### src/rtl/seg_pkg.sv
// Shared constants, FSM states and 7-segment/BCD helpers for the scan display driver.
package seg_pkg;

    localparam int unsigned DIGITS   = 4;
    localparam int unsigned BIN_W    = 7;
    localparam int unsigned BCD_W    = 4;
    localparam int unsigned SEG_W    = 7;
    localparam int unsigned CONV_CYC = 7;
    localparam int unsigned CYC_W    = 3;

    localparam logic [SEG_W-1:0] SEG_BLANK = 7'h00;
    localparam logic [BIN_W-1:0] BIN_MAX   = 7'd99;

    typedef enum logic [1:0] {
        IDLE    = 2'd0,
        CONV_HI = 2'd1,
        CONV_LO = 2'd2,
        COMMIT  = 2'd3
    } conv_state_e;

    // {g,f,e,d,c,b,a}, active high; anything above 9 is dark
    function automatic logic [SEG_W-1:0] seg_encode(input logic [BCD_W-1:0] d);
        logic [SEG_W-1:0] s;
        case (d)
            4'd0:    s = 7'h3F;
            4'd1:    s = 7'h06;
            4'd2:    s = 7'h5B;
            4'd3:    s = 7'h4F;
            4'd4:    s = 7'h66;
            4'd5:    s = 7'h6D;
            4'd6:    s = 7'h7D;
            4'd7:    s = 7'h07;
            4'd8:    s = 7'h7F;
            4'd9:    s = 7'h6F;
            default: s = SEG_BLANK;
        endcase
        return s;
    endfunction

    function automatic logic [BIN_W-1:0] sat99(input logic [BIN_W-1:0] v);
        return (v > BIN_MAX) ? BIN_MAX : v;
    endfunction

    // Double-dabble correction: nibbles >=5 get +3 before the next shift
    function automatic logic [2*BCD_W-1:0] bcd_add3(input logic [2*BCD_W-1:0] b);
        logic [2*BCD_W-1:0] r;
        r = b;
        if (r[BCD_W-1:0] >= 4'd5)
            r[BCD_W-1:0] = r[BCD_W-1:0] + 4'd3;
        if (r[2*BCD_W-1:BCD_W] >= 4'd5)
            r[2*BCD_W-1:BCD_W] = r[2*BCD_W-1:BCD_W] + 4'd3;
        return r;
    endfunction

endpackage

### src/rtl/bin2bcd_seq.sv
// Sequential shift-add converter: 7-bit binary (<=99) to two BCD digits, one bit per cycle.
module bin2bcd_seq
    import seg_pkg::*;
(
    input  logic             clk,
    input  logic             rst_n,
    input  logic             i_start,
    input  logic [BIN_W-1:0] i_bin,
    output logic             o_done,
    output logic [BCD_W-1:0] o_tens,
    output logic [BCD_W-1:0] o_ones
);

    logic [BIN_W-1:0]   r_bin;
    logic [2*BCD_W-1:0] r_bcd;
    logic [CYC_W-1:0]   r_cnt;
    logic               r_busy;
    logic               r_done;
    logic [2*BCD_W-1:0] w_adj;

    always_comb begin
        w_adj = bcd_add3(r_bcd);
    end

    // Start performs the first iteration directly on the operand; six more follow
    always_ff @(posedge clk or negedge rst_n) begin
        if (!rst_n) begin
            r_bin  <= '0;
            r_bcd  <= '0;
            r_cnt  <= '0;
            r_busy <= 1'b0;
            r_done <= 1'b0;
        end else if (i_start) begin
            r_bcd  <= {{(2*BCD_W-1){1'b0}}, i_bin[BIN_W-1]};
            r_bin  <= {i_bin[BIN_W-2:0], 1'b0};
            r_cnt  <= CYC_W'(1);
            r_busy <= 1'b1;
            r_done <= 1'b0;
        end else if (r_busy) begin
            r_bcd <= {w_adj[2*BCD_W-2:0], r_bin[BIN_W-1]};
            r_bin <= {r_bin[BIN_W-2:0], 1'b0};
            r_cnt <= r_cnt + CYC_W'(1);
            if (r_cnt == CYC_W'(CONV_CYC - 1)) begin
                r_busy <= 1'b0;
                r_done <= 1'b1;
            end
        end
    end

    assign o_done = r_done;
    assign o_tens = r_bcd[2*BCD_W-1:BCD_W];
    assign o_ones = r_bcd[BCD_W-1:0];

endmodule

### src/rtl/seg_scan_driver.sv
// Converts two binary fields to BCD and scans four common-cathode 7-seg digits with blanking gaps.
// Optional build macro LEADING_ZERO_BLANK_EN: darkens the leftmost digit when the hi tens digit is 0.
module seg_scan_driver
    import seg_pkg::*;
#(
    parameter int unsigned SCAN_DIV  = 8,
    parameter int unsigned BLANK_CYC = 2
) (
    input  logic               clk,
    input  logic               rst_n,
    input  logic [BIN_W-1:0]   hi_val,
    input  logic [BIN_W-1:0]   lo_val,
    input  logic               load,
    input  logic [DIGITS-1:0]  digit_mask,
    output logic               busy,
    output logic [SEG_W-1:0]   seg,
    output logic [DIGITS-1:0]  dig
);

    localparam int unsigned CNT_W = (SCAN_DIV > 1) ? $clog2(SCAN_DIV) : 1;
    localparam int unsigned IDX_W = $clog2(DIGITS);

    conv_state_e       r_state;
    conv_state_e       w_state_nxt;
    logic [CYC_W-1:0]  r_cyc;
    logic [BIN_W-1:0]  r_op_hi;
    logic [BIN_W-1:0]  r_op_lo;
    logic              r_pend;
    logic [BIN_W-1:0]  r_pend_hi;
    logic [BIN_W-1:0]  r_pend_lo;
    logic [BCD_W-1:0]  r_hi_tens;
    logic [BCD_W-1:0]  r_hi_ones;
    logic [BCD_W-1:0]  r_digit [DIGITS];
    logic              r_busy;

    logic              w_conv_start;
    logic [BIN_W-1:0]  w_conv_bin;
    logic              w_conv_done;
    logic [BCD_W-1:0]  w_tens;
    logic [BCD_W-1:0]  w_ones;
    logic              w_cap_hi;
    logic              w_commit;
    logic              w_load_idle;
    logic              w_restart;

    logic [CNT_W-1:0]  r_cnt;
    logic [IDX_W-1:0]  r_idx;
    logic [CNT_W-1:0]  w_cnt_nxt;
    logic [IDX_W-1:0]  w_idx_nxt;
    logic              w_lz_blank;
    logic              w_show;
    logic [SEG_W-1:0]  r_seg;
    logic [DIGITS-1:0] r_dig;

    bin2bcd_seq u_bin2bcd (
        .clk     (clk),
        .rst_n   (rst_n),
        .i_start (w_conv_start),
        .i_bin   (w_conv_bin),
        .o_done  (w_conv_done),
        .o_tens  (w_tens),
        .o_ones  (w_ones)
    );

    always_ff @(posedge clk or negedge rst_n) begin
        if (!rst_n) begin
            r_state <= IDLE;
            r_cyc   <= '0;
        end else begin
            r_state <= w_state_nxt;
            if ((w_state_nxt != r_state) || (r_state == IDLE))
                r_cyc <= '0;
            else
                r_cyc <= r_cyc + CYC_W'(1);
        end
    end

    // A load during COMMIT (or a waiting pending slot) restarts instead of idling
    always_comb begin
        w_state_nxt = r_state;
        case (r_state)
            IDLE:    if (load) w_state_nxt = CONV_HI;
            CONV_HI: if (r_cyc == CYC_W'(CONV_CYC - 1)) w_state_nxt = CONV_LO;
            CONV_LO: if (r_cyc == CYC_W'(CONV_CYC - 1)) w_state_nxt = COMMIT;
            COMMIT:  w_state_nxt = (r_pend || load) ? CONV_HI : IDLE;
            default: w_state_nxt = IDLE;
        endcase
    end

    always_comb begin
        w_conv_start = 1'b0;
        w_conv_bin   = r_op_hi;
        w_cap_hi     = 1'b0;
        w_commit     = 1'b0;
        case (r_state)
            CONV_HI: w_conv_start = (r_cyc == '0);
            CONV_LO: begin
                w_conv_start = (r_cyc == '0);
                w_conv_bin   = r_op_lo;
                w_cap_hi     = w_conv_done;
            end
            COMMIT:  w_commit = 1'b1;
            default: ;
        endcase
    end

    assign w_load_idle = load && (r_state == IDLE);
    assign w_restart   = (r_state == COMMIT) && (r_pend || load);

    always_ff @(posedge clk or negedge rst_n) begin
        if (!rst_n) begin
            r_op_hi   <= '0;
            r_op_lo   <= '0;
            r_pend    <= 1'b0;
            r_pend_hi <= '0;
            r_pend_lo <= '0;
            r_busy    <= 1'b0;
        end else begin
            r_busy <= (w_state_nxt != IDLE);
            if (w_load_idle) begin
                r_op_hi <= sat99(hi_val);
                r_op_lo <= sat99(lo_val);
            end else if (w_restart) begin
                r_op_hi <= load ? sat99(hi_val) : r_pend_hi;
                r_op_lo <= load ? sat99(lo_val) : r_pend_lo;
            end
            if (w_restart) begin
                r_pend <= 1'b0;
            end else if (load && (r_state != IDLE)) begin
                r_pend    <= 1'b1;
                r_pend_hi <= sat99(hi_val);
                r_pend_lo <= sat99(lo_val);
            end
        end
    end

    // Hi result is parked until the lo field finishes so all four digits change together
    always_ff @(posedge clk or negedge rst_n) begin
        if (!rst_n) begin
            r_hi_tens <= '0;
            r_hi_ones <= '0;
            for (int i = 0; i < int'(DIGITS); i++)
                r_digit[i] <= '0;
        end else begin
            if (w_cap_hi) begin
                r_hi_tens <= w_tens;
                r_hi_ones <= w_ones;
            end
            if (w_commit) begin
                r_digit[3] <= r_hi_tens;
                r_digit[2] <= r_hi_ones;
                r_digit[1] <= w_tens;
                r_digit[0] <= w_ones;
            end
        end
    end

    assign w_cnt_nxt = (r_cnt == CNT_W'(SCAN_DIV - 1)) ? '0 : r_cnt + CNT_W'(1);
    assign w_idx_nxt = (r_cnt == CNT_W'(SCAN_DIV - 1)) ? r_idx - IDX_W'(1) : r_idx;

`ifdef LEADING_ZERO_BLANK_EN
    assign w_lz_blank = (w_idx_nxt == IDX_W'(3)) && (r_digit[3] == '0);
`else
    assign w_lz_blank = 1'b0;
`endif

    assign w_show = (w_cnt_nxt >= CNT_W'(BLANK_CYC)) && digit_mask[w_idx_nxt] && !w_lz_blank;

    // Outputs are registered from the next scan position so they line up with the counter
    always_ff @(posedge clk or negedge rst_n) begin
        if (!rst_n) begin
            r_cnt <= '0;
            r_idx <= IDX_W'(3);
            r_seg <= SEG_BLANK;
            r_dig <= '0;
        end else begin
            r_cnt <= w_cnt_nxt;
            r_idx <= w_idx_nxt;
            r_seg <= w_show ? seg_encode(r_digit[w_idx_nxt]) : SEG_BLANK;
            r_dig <= w_show ? (DIGITS'(1) << w_idx_nxt) : '0;
        end
    end

    assign busy = r_busy;
    assign seg  = r_seg;
    assign dig  = r_dig;

endmodule
### config.mk
export PLATFORM = sky130hd
export DESIGN_NAME = seg_scan_driver
export DESIGN_NICKNAME = d
export VERILOG_FILES = /design/src/rtl/seg_pkg.sv /design/src/rtl/bin2bcd_seq.sv /design/src/rtl/seg_scan_driver.sv
export SDC_FILE = /design/constraint.sdc
export NUM_CORES = 1
export LEC_CHECK = 0
export ABC_CLOCK_PERIOD_IN_PS = 2200
export BUFFER_PORTS_ARGS = -buffer_cell sky130_fd_sc_hd__buf_2
export CAP_MARGIN = 10
export CORE_AREA = 2 2 141 143
export CTS_BUF_LIST = sky130_fd_sc_hd__clkbuf_8
export CTS_CLUSTER_SIZE = 10
export DETAILED_ROUTE_END_ITERATION = 10
export DIE_AREA = 0 0 143 145
export GPL_TIMING_DRIVEN = 0
export MAX_ROUTING_LAYER = met4
export REMOVE_ABC_BUFFERS = 1
export SLEW_MARGIN = 20
export SYNTH_ARGS = -nofsm -noshare
export SYNTH_HDL_FRONTEND = slang
export SYNTH_HIERARCHICAL = 1
export SYNTH_SLANG_ARGS = --single-unit
### constraint.sdc
create_clock -name clk -period 2.2 [get_ports clk]
set_input_delay 0.33 -clock clk [delete_from_list [all_inputs] [get_ports clk]]
set_output_delay 0.33 -clock clk [all_outputs]
set_load 0.01 [all_outputs]
# After elaboration in Yosys (flattened, before gate mapping)
# Memories as Yosys holds them, arrays and structs flattened.
# Cells that the tools add are included.
[word_totals]
ff_bits = 95
mem_bits_ro = 112
inputBits = 21
out_inout_bits = 12
wordCells = 107
memories = 1
[classes]
n_addsub = 6
magnitude_cmp = 7
eq_ne = 7
shifts = 1
mux = 43
bitwise_logic = 2
n_reduce_logical = 17
[mem_list]
columns = ["name", "depth", "width", "rd", "rd_ports_with_merged_regs", "wr", "line", "text"]
rows = [
  ["(no name shown)", 16, 7, 1, 0, 0, "seg_pkg.sv:24", "case (d)"],
]
[ops]
columns = ["op", "n"]
rows = [
  ["$mux W7", 12],
  ["$mux W4", 4],
  ["$mux W8", 2],
  ["$mux W3", 5],
  ["$gt A7 B7 Y1 const B", 2],
  ["$mux W1", 13],
  ["$reduce_bool A2 Y1", 6],
  ["$add A3 B1 Y3 const B", 3],
  ["$eq A3 B3 Y1 const B", 3],
  ["$bmux W4 S2", 1],
  ["$ge A4 B3 Y1 const B", 2],
  ["$mux W2", 4],
  ["$pmux W2 S4", 1],
  ["$add A4 B2 Y4 const B", 1],
  ["$eq A2 B2 Y1 const B", 2],
  ["$logic_and A1 B1 Y1", 4],
  ["$reduce_and A2 Y1", 2],
  ["$shl A1 B2 Y4 const A", 1],
  ["$add A3 B2 Y3 const B", 1],
  ["$ge A3 B2 Y1 const B", 1],
  ["$ge A3 B3 Y1 const B", 1],
  ["$logic_not A3 Y1", 1],
  ["$lt A2 B3 Y1 const B", 1],
  ["$not A2 Y3", 1],
  ["8 further kinds", 9],
]

# Logic depth before layout (Yosys ltp)
# An unclocked memory read counts as a cell.
[logic_depth]
ltp_word = 8
ltp_mapped = 12
ltp_nobuf = 10

# Modules after synthesis
# The synthesis kept the hierarchy.
[modules_own_cells]
columns = ["mod", "instances", "cells_each", "area_per_inst_um2", "seq_area_each_um2"]
rows = [
  ["seg_scan_driver", 1, 345, 3739.8, 1879.3],
  ["bin2bcd_seq", 1, 101, 1008.5, 475.5],
]

# Worst setup path before layout
# Ideal clock, no wire load.
[synth_timing]
path_kind = "register to register"
startpoint = "register, netlist name r_cnt[0]"
endpoint = "register r_seg[4] (netlist: seg[4])"
setup_ns = 0.121
arrival_ns = 2.232
t_required_ns = 2.079
slack_ns = -0.153
path_stages_with_launch = 11
path_buffers = 2
period_less_slack_ns = 2.353
path_cell_list = "dfrtp_1 ha_1 ha_1 buf_2 nor2b_1 buf_4 a22oi_1 nand4_1 ha_1 mux2_2 a22o_1"
[synth_lines]
columns = ["item", "line", "text"]
rows = [
  ["end signal, assigned", "seg_scan_driver.sv:179", "r_seg <= w_show ? seg_encode(r_digit[w_idx_nxt]) : SEG_BLANK;"],
  ["end, declared", "seg_scan_driver.sv:52", "logic [SEG_W-1:0] r_seg;"],
]

==> impl_results.md <==
- Wl on met1: between 4000 and 5000 um
- Final Util: 0.2912
- Gr usage total: 0.08748
- ANT nets after route: 0
- Mapped cell area: 4748 um2
- Crit path max fanout: 9
- Die area: approximately 21000 um2
- Run status: finished, final reports clean
- Die width: 143 um
- Count of pins over their slew limit: 0
- Final Setup Violations: 0
- Global placer's final weighted congestion: 0.7316
- Worst Hold Class: input pin to register
- CP Data Required Time: between 2 and 2.5 ns
- CP cell instances: ha_2, ha_4, nor2_1, o21ai_1, and4_4, ha_1, mux2_2, a22o_1
- Core area: 19210 um2
- CP arrival: 2.38 ns
- Power Density: 847.3 nW/um2
- Cell Area, Placed: 5151 um2
- Hold Path Depth: 2
- Cells on worst reg2reg path: 8
- Synth Instances: 446
- HP Start: lo_val[5]
- Top Metal Used: met4
- Actual slew at the worst max-slew pin: 0.9980 ns
- Layout area overhead: 17.79%
- Synth cell types: 55
- Global-route wire length before repair: roughly 14000 um
- Worst slack, placed: -0.6691 ns
- RSZ-0062 raised after global routing: yes
- Routed length on met3: 304 um
- Layout Nets: 524
- WL/cell: 11.02 um
- Overall Power: 4.739 mW
- Worst setup EP type: register
- Io pins: 33
- Vias post-DR: between 3000 and 4000
- Worst-Skew Late Latency: 0.36 ns
- HPWL Detailed: 5341 um
- Remaining DRCs: 0
- CP startpoint kind: register
- Fill count: 2004
- Commonest non-fill, non-tap cell in the layout: dfrtp_1
- Initial drt markers: 145
- Worst-path clk slew: 0.10 ns
- Post-route minimum period: ~2.1 ns
- Synth warn: 6
- Initial antenna violation count: 0
- Top FF cell, synth: dfrtp_1
- N_diodes: 0
- Leak: 2.651 nW
- Slowest stage cell, crit path: dfrtp_1
- Async S/R FF share, synth: 1.000
- Root buf cell: clkbuf_8
- Number of buffers created by CTS: 9
- Most frequent cells in the layout: dfrtp_1, nand2_1, mux2_2
- Worst vdd ir: 0.0004228 V
- Drt pass-1 iters: 4
- Max Root-Sink Buffers: 2
- Setup CP Type: register to register
- Worst clock skew: around 0.016 ns
- Initial Utilization: 0.2472
- Drt total wl: 8284 um
- Setup WS post-layout: 0.06060 ns
- H-tree depth: 3
- Final period util: 0.9725
- Worst r2r src: r_cnt[0]
- GRT overflow: 0
- CP max stage delay: around 0.4 ns
- Max frequency: about 470 MHz
- Worst Setup SP: r_cnt[0]
- Pin count of the biggest net entering global routing: 80
- Num rows: 51
- Relative slew slack: 0.3346
- Number of flops mapped to enable cells by yosys: 0
- Syn Area/Cell: roughly 11 um2
- Met2 WL: 3451 um
- Reg area: 2359 um2
- CTS sink count: 94
- CTS tree: done
- Final Hold Fails: 0
- Layout cells sized above 1: 0.2628
- Sequential share of the synthesized area: 0.4959
- Vias per cell: 4.193
- MaxCap Viol Count: 0
- Synth Register Bits: 94
- Vias in the first global route: between 3000 and 4000
- Multi-input logic area: about 2300 um2
- Finished Cell Area: 5593 um2
- Die Ht: 145 um
- Port-buffer cells: 32
==> path summary, 6_finish.rpt <==
check                           slack [ns]                  to
worst max-delay path                  0.06              seg[4]
worst min-delay path                  0.23        r_pend_lo[5]
max in group asynchronous             1.23  u_bin2bcd/r_bin[5]
worst max register to register        0.06              seg[4]
min in group asynchronous             0.34              dig[2]
worst min register to register        0.44            r_cnt[0]
==> state kept, by name (all words and copies together), names as in the netlist <==
name              count
r_state               2
r_hi_tens             4
r_pend_hi             7
u_bin2bcd/r_busy      1
u_bin2bcd/r_bcd       8
r_pend                1
busy                  1
r_cyc                 3
r_idx                 2
r_op_hi               7
seg                   7
r_op_lo               7
r_hi_ones             4
u_bin2bcd/o_done      1
u_bin2bcd/r_cnt       3
dig                   4
r_pend_lo             7
r_digit              16
u_bin2bcd/r_bin       6
r_cnt                 3
==> worst max-delay path, delay by kind of cell, from the launching register on <==
family | cells | cell delay (ns)
compound gates | 2 | 0.35
fa+ha+maj | 3 | 0.58
flops | 1 | 0.40
mux | 1 | 0.26
simple gates | 2 | 0.43
==> synthesized netlist by cell type, types with 3 or more instances <==
master / count / area share
nand2_1: 46 / 0.036
o21ai_0: 35 / 0.037
a21oi_1: 19 / 0.020
nand3_1: 4 / 0.0042
ha_1: 21 / 0.055
a21o_1: 10 / 0.016
mux2_2: 36 / 0.085
nand2b_1: 4 / 0.0053
xnor2_1: 3 / 0.0055
nor2b_1: 8 / 0.011
nand3b_1: 7 / 0.011
a211oi_1: 5 / 0.0079
a22oi_1: 3 / 0.0047
dfrtp_1: 92 / 0.48
nor3_1: 6 / 0.0063
buf_4: 3 / 0.0047
inv_1: 18 / 0.014
a31oi_1: 3 / 0.0040
clkbuf_1: 12 / 0.0095
and4_1: 3 / 0.0055
or4b_1: 3 / 0.0063
buf_2: 8 / 0.0084
or2_2: 3 / 0.0040
and2_1: 3 / 0.0040
nor2_1: 35 / 0.028
mux2i_1: 20 / 0.042
==> stage by stage <==
| step | cells | setup TNS (ns) | hold WS [ns] |
|---|---|---|---|
| final | 752 | 0 | 0.2261 |
| after global routing | 752 | -0.1146 | 0.2206 |
| after CTS | 742 | -0.05457 | 0.2094 |
| after detailed placement | 719 | -12.28 | 0.1666 |
| after global placement | 718 | -25.34 | 0.4208 |
| after floorplan | 421 | -0.7938 | 0.03441 |
==> metal layers <==
metal,global-route usage,up-vias
met5,-,-
met4,0.02228,0
met3,0.02574,8
met2,0.1215,47
met1,0.1242,1476
li1,-,1622
==> repair_timing <==
action / 4_1_cts / 5_1_grt
pin swaps: 4 / 6
endpoints found under the hold margin: 15 / 0
setup endpoints to repair: 43 / 7
setup buffers: 6 / 10
gates resized for setup: 13 / 13
hold buffers: 1 / 0
==> where the power goes <==
part           internal [mW]  switching, mW
combinational          0.542          0.643
sequential              2.12          0.271
clock                  0.578          0.587
total                   3.24           1.50
==> kinds of logic (layout without fill, tap and decap cells) <==
family / Yosys count / in the layout / synth area share
AO/OA/AOI/OAI: 91 / 91 / 0.1236
XOR/XNOR: 5 / 5 / 0.009224
adder cells (fa/ha/maj): 21 / 21 / 0.05534
buffers and inverters: 43 / 84 / 0.04005
flip-flops: 94 / 94 / 0.4959
multiplexers: 56 / 56 / 0.1275
AND/OR/NAND/NOR: 136 / 136 / 0.1484
==> layout make-up <==
| cell class | instances | share of cell area |
|---|---|---|
| Inverter | 18 | 0.01275 |
| Tap cell | 265 | 0.05928 |
| Clock buffer | 11 | 0.02707 |
| Multi-Input combinational cell | 309 | 0.4078 |
| Sequential cell | 94 | 0.4217 |
| Timing Repair Buffer | 50 | 0.06242 |
| Clock inverter | 5 | 0.008949 |
Power figures use the tool's default switching activity.
